===== src/rtl/tinsel_msg_forwarder.sv =====
// tinsel_msg_forwarder: re-routes multi-flit messages to the NetAddr carried in each head-flit payload
module tinsel_msg_forwarder #(
   parameter int TILE_X      = 0,
   parameter int TILE_Y      = 0,
   parameter int IN_DEPTH    = 4,
   parameter int OUT_DEPTH   = 4,
   parameter int CNT_W       = 32,
   parameter int MESH_X_BITS = 2,
   parameter int MESH_Y_BITS = 2,
   parameter int ADDR_W      = 16,
   parameter int PAY_W       = 32,
   localparam int FLIT_W     = ADDR_W + PAY_W + 2
) (
   input  logic                   clk,
   input  logic                   rst,
   input  logic [MESH_X_BITS-1:0] board_x,
   input  logic [MESH_Y_BITS-1:0] board_y,
   input  logic [FLIT_W-1:0]      in_data,
   input  logic                   in_valid,
   output logic                   in_ready,
   output logic [FLIT_W-1:0]      out_data,
   output logic                   out_valid,
   input  logic                   out_ready,
   output logic [CNT_W-1:0]       msg_count,
   output logic                   busy
);
   localparam int IA = $clog2(IN_DEPTH);
   localparam int OA = $clog2(OUT_DEPTH);
   typedef enum logic {HEAD, BODY} state_t;
   logic [FLIT_W-1:0] in_mem_q [IN_DEPTH];
   logic [FLIT_W-1:0] out_mem_q [OUT_DEPTH];
   logic [IA:0] in_wr_q, in_wr_d, in_rd_q, in_rd_d;
   logic [OA:0] out_wr_q, out_wr_d, out_rd_q, out_rd_d, out_vis_q, out_vis_d;
   state_t st_q, st_d;
   logic [ADDR_W-1:0] dest_q, dest_d;
   logic [CNT_W-1:0] cnt_q, cnt_d;
   logic in_empty, in_full, out_full, in_push, out_pop, fwd;
   logic [FLIT_W-1:0] head, fwd_flit;
   logic [PAY_W-1:0] h_pay;
   logic h_nff, h_idle, unused_board;
   assign unused_board = ^{board_x, board_y};
   assign in_empty  = in_wr_q == in_rd_q;
   assign in_full   = (in_wr_q[IA] != in_rd_q[IA]) && (in_wr_q[IA-1:0] == in_rd_q[IA-1:0]);
   assign out_full  = (out_wr_q[OA] != out_rd_q[OA]) && (out_wr_q[OA-1:0] == out_rd_q[OA-1:0]);
   assign in_ready  = !rst && !in_full;
   // Written output entries become readable one cycle later, like a mailbox memory read port
   assign out_valid = out_vis_q != out_rd_q;
   assign out_data  = out_mem_q[out_rd_q[OA-1:0]];
   assign in_push   = in_valid && in_ready;
   assign out_pop   = out_valid && out_ready;
   assign fwd       = !in_empty && !out_full;
   assign head      = in_mem_q[in_rd_q[IA-1:0]];
   assign {h_pay, h_nff, h_idle} = head[PAY_W+1:0];
   assign fwd_flit  = h_idle ? head : {st_q == BODY ? dest_q : h_pay[ADDR_W-1:0], h_pay, h_nff, 1'b0};
   assign msg_count = cnt_q;
   assign busy      = !in_empty || (out_wr_q != out_rd_q) || st_q == BODY;
   // Next-state: pointer advance, message FSM, latched destination, completed-message count
   always_comb begin
      in_wr_d   = in_wr_q + {{IA{1'b0}}, in_push};
      in_rd_d   = in_rd_q + {{IA{1'b0}}, fwd};
      out_wr_d  = out_wr_q + {{OA{1'b0}}, fwd};
      out_rd_d  = out_rd_q + {{OA{1'b0}}, out_pop};
      out_vis_d = out_wr_q;
      cnt_d     = cnt_q + {{CNT_W-1{1'b0}}, out_pop && !out_data[1] && !out_data[0]};
      st_d      = (fwd && !h_idle) ? (h_nff ? BODY : HEAD) : st_q;
      dest_d    = (fwd && !h_idle && st_q == HEAD && h_nff) ? h_pay[ADDR_W-1:0] : dest_q;
   end
   // State register; reset empties both FIFOs and abandons any message in progress
   always_ff @(posedge clk or posedge rst) begin
      if (rst) begin
         in_wr_q   <= '0;
         in_rd_q   <= '0;
         out_wr_q  <= '0;
         out_rd_q  <= '0;
         out_vis_q <= '0;
         st_q      <= HEAD;
         dest_q    <= '0;
         cnt_q     <= '0;
      end else begin
         in_wr_q   <= in_wr_d;
         in_rd_q   <= in_rd_d;
         out_wr_q  <= out_wr_d;
         out_rd_q  <= out_rd_d;
         out_vis_q <= out_vis_d;
         st_q      <= st_d;
         dest_q    <= dest_d;
         cnt_q     <= cnt_d;
      end
   end
   // FIFO storage needs no reset: pointers alone define what is valid
   always_ff @(posedge clk) begin
      if (in_push) in_mem_q[in_wr_q[IA-1:0]] <= in_data;
      if (fwd) out_mem_q[out_wr_q[OA-1:0]] <= fwd_flit;
   end
endmodule


===== config.mk =====
export PLATFORM = sky130hd
export DESIGN_NAME = tinsel_msg_forwarder
export DESIGN_NICKNAME = d
export VERILOG_FILES = /design/src/rtl/tinsel_msg_forwarder.sv
export SDC_FILE = /design/constraint.sdc
export NUM_CORES = 1
export LEC_CHECK = 0
export ABC_AREA = 1
export CAP_MARGIN = 15
export CORE_ASPECT_RATIO = 1.75
export CORE_UTILIZATION = 58
export DETAILED_ROUTE_END_ITERATION = 8
export PLACE_DENSITY_LB_ADDON = 0.08
export SLEW_MARGIN = 20
export SYNTH_ARGS = -nofsm -noshare
export SYNTH_HDL_FRONTEND = slang
export SYNTH_SLANG_ARGS = --single-unit

===== constraint.sdc =====
create_clock -name clk -period 5.89 [get_ports clk]
set_clock_uncertainty 0.2 [all_clocks]
set_input_delay 1.4725 -clock clk [delete_from_list [all_inputs] [get_ports clk]]
set_output_delay 1.4725 -clock clk [all_outputs]
set_load 0.03 [all_outputs]

==> metrics.yaml, run 1 <==
syn_area_per_cell_um2: 12.8
critical_path.cell_chain: "buf_4 > buf_4 > o21ai_0 > o22ai_1 > clkdlybuf4s50_1"
cp.buffers_inverters: 3
cp_top_family: "buffers and inverters"
netSwitchingFraction: 0.379
cap_violations: 0
yosys-top-cells-count: "edfxtp_1 (400), nor2_1 (216), o21ai_0 (200)"
h-tree-depth: 2
grt_use_total: 0.244
nets: 1605
netlist_instances: 1413
placed_cell_area_um2: 19900
grt_pass1_wl_um: 58900
fin_hold_ws_ns: 0.255
vdd.ir_drop.worst_mv: 0.429
nFillCells: 2152
synthFlopType: "edfxtp_1"
ys_top_cells_by_area: "edfxtp_1 (66%), dfrtp_1 (8.8%), o21ai_0 (5.5%)"
period_needed_ns: 4.92
critPathMaxFanout: 58
setup_viol: 0
initial_core_util: 0.590
cts_hold_buf: 0
numClockSinks: 464
worstMarginPinSlew_ns: 1.03
coreArea_um2: 30700
synthesis.nets: 1481
finalInstanceArea_um2: 21200
cts_resized: 0
leakage_nw: 7.55
antennaDiodeCount: 0
drc: 0
place.gp.congestion: 0.884
routed_wirelength_um: 37600
maxSlewViolCount: 0
vias: 11243
yosysTopAreaCell: "edfxtp_1"
drive_gt1_frac: 0.0625
synth_warnings: 0
cp_slowest_stage_delay_ns: 0.74
ys_ff_latch: 464
yosysSeqAreaShare: 0.750
ant_nets: 0
cts_buffers: 40
async_flop_share: 0.138
area_growth_pct: 16.8
wl_per_cell_um: 19.2
max_slew_margin: 0.316
fp.dieW_um: 136
end_kind: "primary output"
slowest_stage: "clkdlybuf4s50_1"
critical_path_class: "reg2out"
cts_root_buf: "clkbuf_16"
cp_data_arrival_time_ns: 3.25
max_freq_mhz: 203
pwr-share-seq: 0.420
r2r_slack_ns: 2.37
hold_class: "reg2reg"
globalRouteOverflowTotal: 0
yosysMostFrequentCell: "edfxtp_1"
worstPathRequired_ns: 4.22
clockPowerShare: 0.197
row_count: 85
port_buffers: 138
power_density_nw_per_um2: 616
synth_top_area_frac: 0.662
io-pin-count: 143
intPower_mw: 8.10
postCtsSetupBuffers: 0
dp_slack_ns: 1.45
drtPass1Iterations: 5
finalCritPeriodShare: 0.835
dp_hpwl_um: 22700
finalHoldViolations: 0
tns_ns: 0
die_h_um: 236
antenna_found_initial: 0
finalWorstSetupSlack_ns: 0.971
synth-edff-count: 400
outcome: "finished, final reports clean"
clockBufferDepth: 3
grt_pass1_vias: 11020
die_area_um2: 32000
clkTransAtPathRegs_ns: 0.06
synth_area_um2: 18100
grt_max_degree: 101
power_frac_comb: 0.383
drt_iter0_markers: 947
ys_types: 29
rsz0062_at_grt: "no"
routed_via_density: 5.74
clock_latency_ns: 0.54
start_kind: "register"
switching_power_mw: 4.95
cts_tree: "done"
cpMostUsedCell: "buf_4"
[logic make-up (layout without fill, tap and decap cells)]
| family | Yosys count | in the layout | share of synthesized area |
|---|---|---|---|
| AOI/OAI and AO/OA | 304 | 304 | 0.0903 |
| xor gates and xnor gates | 36 | 36 | 0.0174 |
| adders and majority gates | 10 | 10 | 0.00690 |
| buffers and inverters | 125 | 279 | 0.0285 |
| DFF | 464 | 464 | 0.750 |
| and+or+nand+nor | 474 | 474 | 0.107 |
[state kept, by name, summed over array words and instances, names as in the netlist]
signal / cells
out_rd_q: 3
msg_count: 32
in_wr_q: 3
out_vis_q: 3
dest_q: 16
in_rd_q: 3
out_mem_q: 200
out_vis_d: 3
st_q: 1
in_mem_q: 200
[layer usage]
metal  up-vias  part of all wire  global-route usage
met1      5523              0.40               0.304
met4         0             0.032               0.101
met3        76             0.044              0.0322
met2       326              0.52               0.423
li1       5318                 -                   -
met5         -                 0                   0
[power by group through the flow]
stage | combinational, mW | sequential (mW) | clock [mW]
floorplan | 3.15 | 5.53 | 0
global placement | 4.93 | 5.49 | 0
detailed placement | 5.04 | 5.53 | 0
CTS | 5.05 | 5.47 | 2.62
global route | 5.44 | 5.57 | 2.73
finish | 5.00 | 5.47 | 2.57
[metrics by stage]
| step | power (mW) | util | instances |
|---|---|---|---|
| after CTS | 13.1 | 0.690 | 1958 |
| after global routing | 13.7 | 0.690 | 1958 |
| after global placement | 10.4 | 0.648 | 1886 |
| after floorplan | 8.68 | - | 1413 |
| final | 13.0 | 0.690 | 1958 |
| after detailed placement | 10.6 | 0.648 | 1886 |
[placed cells by master, fill, tap and decap left out, types with 2 or more instances in the layout]
| master | count |
|---|---|
| bufinv_16 | 3 |
| nand2_1 | 175 |
| clkinvlp_4 | 2 |
| edfxtp_1 | 400 |
| clkbuf_16 | 41 |
| dfrtp_2 | 2 |
| clkbuf_1 | 12 |
| xor2_1 | 22 |
| clkdlybuf4s50_1 | 138 |
| dfrtp_1 | 62 |
| inv_1 | 46 |
| a21oi_1 | 11 |
| inv_2 | 4 |
| nor3_4 | 4 |
| nor3_1 | 18 |
| nor3_2 | 4 |
| clkinv_2 | 7 |
| nand4_1 | 4 |
| ha_1 | 10 |
| o22ai_1 | 89 |
| xnor2_1 | 14 |
| o21ai_1 | 3 |
| nand3_1 | 46 |
| nor2_1 | 216 |
| o21ai_0 | 200 |
| buf_4 | 18 |
| clkbuf_8 | 5 |
[worst paths after layout]
path,from,endpoint,cells past startpoint
worst max register to register,out_rd_q[0],msg_count[26],12
min in group asynchronous,rst,in_wr_q[2],3
max in group asynchronous,rst,out_rd_q[0],3
worst min register to register,out_vis_d[2],out_vis_q[2],0
worst min-delay path,out_vis_d[2],out_vis_q[2],0
worst max-delay path,out_rd_q[0],out_data[0],5
[worst reg2reg max path, delay by kind of cell (launching register included)]
kind | cells | cell delay, ns
buf+inv | 2 | 1.03
simple gates | 5 | 0.65
compound gates | 2 | 0.58
fa+ha+maj | 2 | 0.42
flops | 1 | 0.36
xor+xnor | 1 | 0.15
[final cells by class]
cell class | count | area (µm²) | share of cell area
clock inverters | 14 | 153 | 0.00720
clock buffers | 58 | 1140 | 0.0538
multi-input cells | 824 | 4080 | 0.192
flip-flops and latches | 464 | 13600 | 0.642
inverters | 50 | 188 | 0.00885
repair buffers | 157 | 1540 | 0.0725
well taps | 391 | 489 | 0.0231
(Power assumes the default switching activity.)
==> run 2: changes to the inputs <==
==> constraint.sdc (replaced) <==
create_clock -name clk -period 4.8 [get_ports clk]
set_clock_uncertainty 0.2 [all_clocks]
set_input_delay 1.2 -clock clk [delete_from_list [all_inputs] [get_ports clk]]
set_output_delay 1.2 -clock clk [all_outputs]
set_load 0.03 [all_outputs]
==> run 2 against run 1 <==
  * Via count rose by 0.70%
  * Worst hold slack better by 0.011 ns
  * Critical path depth stayed put
  * Global-route usage up 0.39 points
  * Critical endpoint unchanged
  * Wire length up 0.91%
==> metrics.yaml, run 2 (synthesis gave the netlist of run 1 again) <==
outcome: "finished, final reports clean"
finalHoldViolations: 0  # unchanged
reg2reg_depth: 7  # -5
die_area_um2: 32000  # unchanged
holdPathEnd: "out_vis_q[2]"
cts_buffers: 42  # +5.0%
nFillCells: 2170  # +0.84%
start_kind: "register"
dp.cells: 1889  # +0.16%
vdd.ir_drop.worst_mv: 0.513  # +20%
multi_input_area_um2: 4080  # unchanged
clock_latency_ns: 0.55  # about the same
max_slew_margin: 0.318  # +0.00238
cp_data_arrival_time_ns: 2.77  # -0.48 ns
worstMarginPinSlew_ns: 1.02  # -0.00358 ns
finalCritPeriodShare: 0.870
r2r_slack_ns: 1.54  # -0.83 ns
cts_tree: "done"
h-tree-depth: 2  # unchanged
worstPathRequired_ns: 3.40  # -0.82 ns
coreArea_um2: 30700  # unchanged
clkTransAtPathRegs_ns: 0.06  # about the same
maxSlewViolCount: 0  # unchanged
row_count: 85  # unchanged
globalRouteOverflowTotal: 0  # unchanged
grt_use_total: 0.248  # +0.00395
hold_class: "reg2reg"
min_path_cells: 0  # unchanged
dp_hpwl_um: 22800  # +0.60%
cp_top_family: "buffers and inverters"
cts_resized: 0  # unchanged
rsz0062_at_grt: "no"
io-pin-count: 143  # unchanged
fp.dieW_um: 136  # unchanged
initial_core_util: 0.590  # unchanged
area_growth_pct: 18.0
fin_cells: 1968  # +0.51%
cap_violations: 0  # unchanged
total_power_mw: 16.3  # +25%
drtPass1Iterations: 5  # unchanged
final_common_cell: "edfxtp_1"
cts_hold_buf: 0  # unchanged
ant_nets: 0  # unchanged
drt_iter0_markers: 861  # -9.1%
dp_slack_ns: 0.804  # -0.648 ns
port_buffers: 138  # unchanged
die_h_um: 236  # unchanged
antenna_found_initial: 1  # +1
crit_cells: 5  # unchanged
end_kind: "primary output"
period_needed_ns: 4.17
regToRegStartpoint: "in_rd_q[0]"
max_freq_mhz: 240
routed_wirelength_um: 38000  # +0.91%
cp_slowest_stage_delay_ns: 0.74  # about the same
grt_max_degree: 104  # +3.0%
postCtsSetupBuffers: 0  # unchanged
drive_gt1_frac: 0.0685  # +0.00599
worstReg2RegEnd: "out_mem_q[0][34]"
setup_viol: 0  # unchanged
routed_via_density: 5.75  # +0.19%
grt_pass1_wl_um: 59900  # +1.7%
critPathMaxFanout: 86  # +48%
cts_root_buf: "clkbuf_16"
place.gp.congestion: 0.908  # +2.7%
grt_pass1_vias: 11175  # +1.4%
finalWorstSetupSlack_ns: 0.626  # -0.345 ns
final_cell_mix: "edfxtp_1 (400), nor2_1 (216), o21ai_0 (200)"
power_density_nw_per_um2: 761  # +24%
critical_path.cell_chain: "inv_2 > buf_12 > o21ai_0 > o22ai_1 > clkdlybuf4s50_1"
cp.buffers_inverters: 3  # unchanged
drc: 0  # unchanged
hp-start: "out_vis_d[2]"
leakage_nw: 7.65  # +1.3%
critical_path_class: "reg2out"
seq_area_um2: 13600  # unchanged
wl_per_cell_um: 19.3  # +0.40%
slowest_stage: "clkdlybuf4s50_1"
clockBufferDepth: 3  # unchanged
numClockSinks: 464  # unchanged
nets: 1610  # +0.31%
vias: 11322  # +0.70%
## run 2: changes by cell type in the layout (fill, tap and decap cells not counted), sizes merged
cell,previous run,this run
buf,19,22
clkbuf,58,55
inv,51,50
bufinv,3,5
diode,0,1
clkinv,8,16
## run 2: final cells by class
cell class,instances,area share
Antenna cell,1,0.000117
Clock buffer,55,0.0558
Clock inverter,23,0.0114
Inverter,50,0.00894
Multi-Input combinational cell,824,0.190
Sequential cell,464,0.636
Tap cell,391,0.0228
Timing Repair Buffer,160,0.0746
## run 2: routing by layer
| layer | track usage | vias to the layer above | wire length (µm) |
|---|---|---|---|
| met2 | 0.422 | 355 | 19800 |
| li1 | - | 5329 | - |
| met5 | 0 | - | 0 |
| met4 | 0.111 | 0 | 1310 |
| met1 | 0.315 | 5566 | 14800 |
| met3 | 0.0309 | 72 | 2030 |
## run 2: how the worst max path moves through the flow
| stage | startpoint | endpoint |
|---|---|---|
| final | out_rd_q[0] | out_data[0] |
| after global routing | out_rd_q[0] | out_data[0] |
| after CTS | out_rd_q[1] | out_data[49] |
| after detailed placement | rst | in_ready |
| after global placement | rst | in_ready |
| after floorplan | in_wr_q[0] | out_mem_q[1][0] |
## run 2: power breakdown
group / internal, mW / switching (mW)
Clock: 2.03 / 1.39
Combinational: 1.83 / 4.35
Sequential: 6.33 / 0.371
## run 2: stage by stage
stage	hold slack, ns	util	TNS, ns	area (µm²)
2_1_floorplan	0.211	-	-65.65	18200
3_3_place_gp	0.235	0.650	0	20000
3_5_place_dp	0.255	0.650	0	20000
4_1_cts	0.269	0.697	0	21400
5_1_grt	0.292	0.697	0	21400
6_report	0.266	0.697	0	21400
==> run 3: changes to the inputs <==
==> constraint.sdc (replaced) <==
create_clock -name clk -period 4.8 [get_ports clk]
set_clock_uncertainty 0.2 [all_clocks]
set_input_delay 0.96 -clock clk [delete_from_list [all_inputs] [get_ports clk]]
set_output_delay 0.96 -clock clk [all_outputs]
set_load 0.03 [all_outputs]
==> run 3 against run 2 <==
  * Non-clock buffer count rose by 1
  * Sequential power barely moved
  * Global-route usage fell by 0.68 points
  * Critical path type unchanged
  * Largest power group unchanged
==> metrics.yaml, run 3 (synthesis gave the netlist of run 1 again) <==
cts_tree: "done"
drc: 0  # unchanged
cap_violations: 0  # unchanged
nets: 1611  # +0.062%
cts_resized: 0  # unchanged
cts_hold_buf: 0  # unchanged
initial_core_util: 0.590  # unchanged
port_buffers: 138  # unchanged
power_density_nw_per_um2: 758  # -0.40%
coreArea_um2: 30700  # unchanged
finalHoldViolations: 0  # unchanged
dp_hpwl_um: 22700  # -0.67%
end_kind: "primary output"
postCtsSetupBuffers: 0  # unchanged
numClockSinks: 464  # unchanged
drive_gt1_frac: 0.0629  # -0.00563
setup_viol: 0  # unchanged
antennaDiodeCount: 0  # -1
intPower_mw: 10.1  # -1.2%
cp_data_arrival_time_ns: 3.03  # +0.26 ns
worstMarginPinSlew_ns: 1.04  # +0.0128 ns
start_kind: "register"
nFillCells: 2150  # -0.92%
routed_via_density: 5.68  # -1.3%
h-tree-depth: 2  # unchanged
total_power_mw: 16.1  # -0.94%
maxSlewViolCount: 0  # unchanged
final_common_cell: "edfxtp_1"
grt_pass1_vias: 10792  # -3.4%
grt_max_degree: 104  # unchanged
antenna_found_initial: 0  # -1
drt_iter0_markers: 766  # -11%
place.gp.congestion: 0.943  # +3.8%
leakage_nw: 7.59  # -0.86%
netSwitchingFraction: 0.377  # +0.00153
grt_pass1_wl_um: 57800  # -3.4%
max_freq_mhz: 239  # -0.44%
clock_latency_ns: 0.55  # about the same
area_growth_pct: 17.4
grt_use_total: 0.241  # -0.00680
ant_nets: 0  # unchanged
clockBufferDepth: 3  # unchanged
power_frac_comb: 0.382  # +0.003
die_h_um: 236  # unchanged
fp.dieW_um: 136  # unchanged
vias: 11162  # -1.4%
clkTransAtPathRegs_ns: 0.06  # about the same
routed_wirelength_um: 37700  # -0.67%
max_slew_margin: 0.310  # -0.00853
tns_ns: 0  # unchanged
clockPowerShare: 0.203  # -0.006
worstPathRequired_ns: 3.64  # +0.24 ns
vdd.ir_drop.worst_mv: 0.505  # -1.6%
final_cell_mix: "edfxtp_1 (400), nor2_1 (216), o21ai_0 (200)"
drtPass1Iterations: 5  # unchanged
row_count: 85  # unchanged
pwr-share-seq: 0.414  # +0.003
cts_buffers: 42  # unchanged
critical_path_class: "reg2out"
io-pin-count: 143  # unchanged
hold_class: "reg2reg"
globalRouteOverflowTotal: 0  # unchanged
finalCritPeriodShare: 0.873  # +0.00384
period_needed_ns: 4.19  # +0.0184 ns
die_area_um2: 32000  # unchanged
rsz0062_at_grt: "no"
outcome: "finished, final reports clean"
wl_per_cell_um: 19.2  # -0.52%
switching_power_mw: 6.08  # -0.54%
cts_root_buf: "clkbuf_16"
critPathMaxFanout: 103  # +20%
## run 3: critical path, stage by stage, from the launching register on
cell and delay [ns]:
dfrtp_2 0.37, buf_4 0.77, o21ai_0 0.21, o22ai_1 0.38, clkdlybuf4s50_1 0.75
## run 3: layout make-up
type / instances / area, µm² / area share
Clock buffer: 55 / 1120 / 0.0526
Clock inverter: 20 / 233 / 0.0109
Inverter: 50 / 191 / 0.00899
Multi-Input combinational cell: 824 / 4080 / 0.191
Sequential cell: 464 / 13600 / 0.639
Tap cell: 391 / 489 / 0.0230
Timing Repair Buffer: 161 / 1570 / 0.0736
## run 3: routing by layer
layer	track usage	wire length [µm]
met1	0.297	14600
met2	0.417	19800
met3	0.0329	1950
met4	0.109	1380
met5	0	0
## run 3: metrics by stage
stage	utilization	worst slack [ns]	area (µm²)	std cells	hold slack [ns]
after floorplan	-	-0.328	18200	1413	0.211
after CTS	0.693	0.565	21300	1965	0.251
after global routing	0.693	0.432	21300	1965	0.272
final	0.693	0.608	21300	1965	0.248
after global placement	0.649	1.19	19900	1890	0.237
after detailed placement	0.649	1.13	19900	1890	0.239
## run 3: power by group through the flow
stage                     registers (mW)  logic (mW)  clock network, mW
final                               6.69        6.17               3.28
after global routing                6.79        6.69               3.49
after CTS                           6.69        6.23               3.34
after detailed placement            6.77        6.21                  0
after global placement              6.72        6.09                  0
after floorplan                     6.79        3.88                  0
## run 3: final timing paths
kind                              start            end  slack [ns]  cells past startpoint
setup reg to reg            out_rd_q[0]  msg_count[26]        1.32                     14
max in group asynchronous           rst    out_rd_q[0]        2.93                      3
hold / removal             out_vis_d[2]   out_vis_q[2]        0.25                      0
setup / recovery            out_rd_q[0]    out_data[7]        0.61                      4
min in group asynchronous           rst   out_vis_d[0]        0.87                      3
hold reg to reg            out_vis_d[2]   out_vis_q[2]        0.25                      0
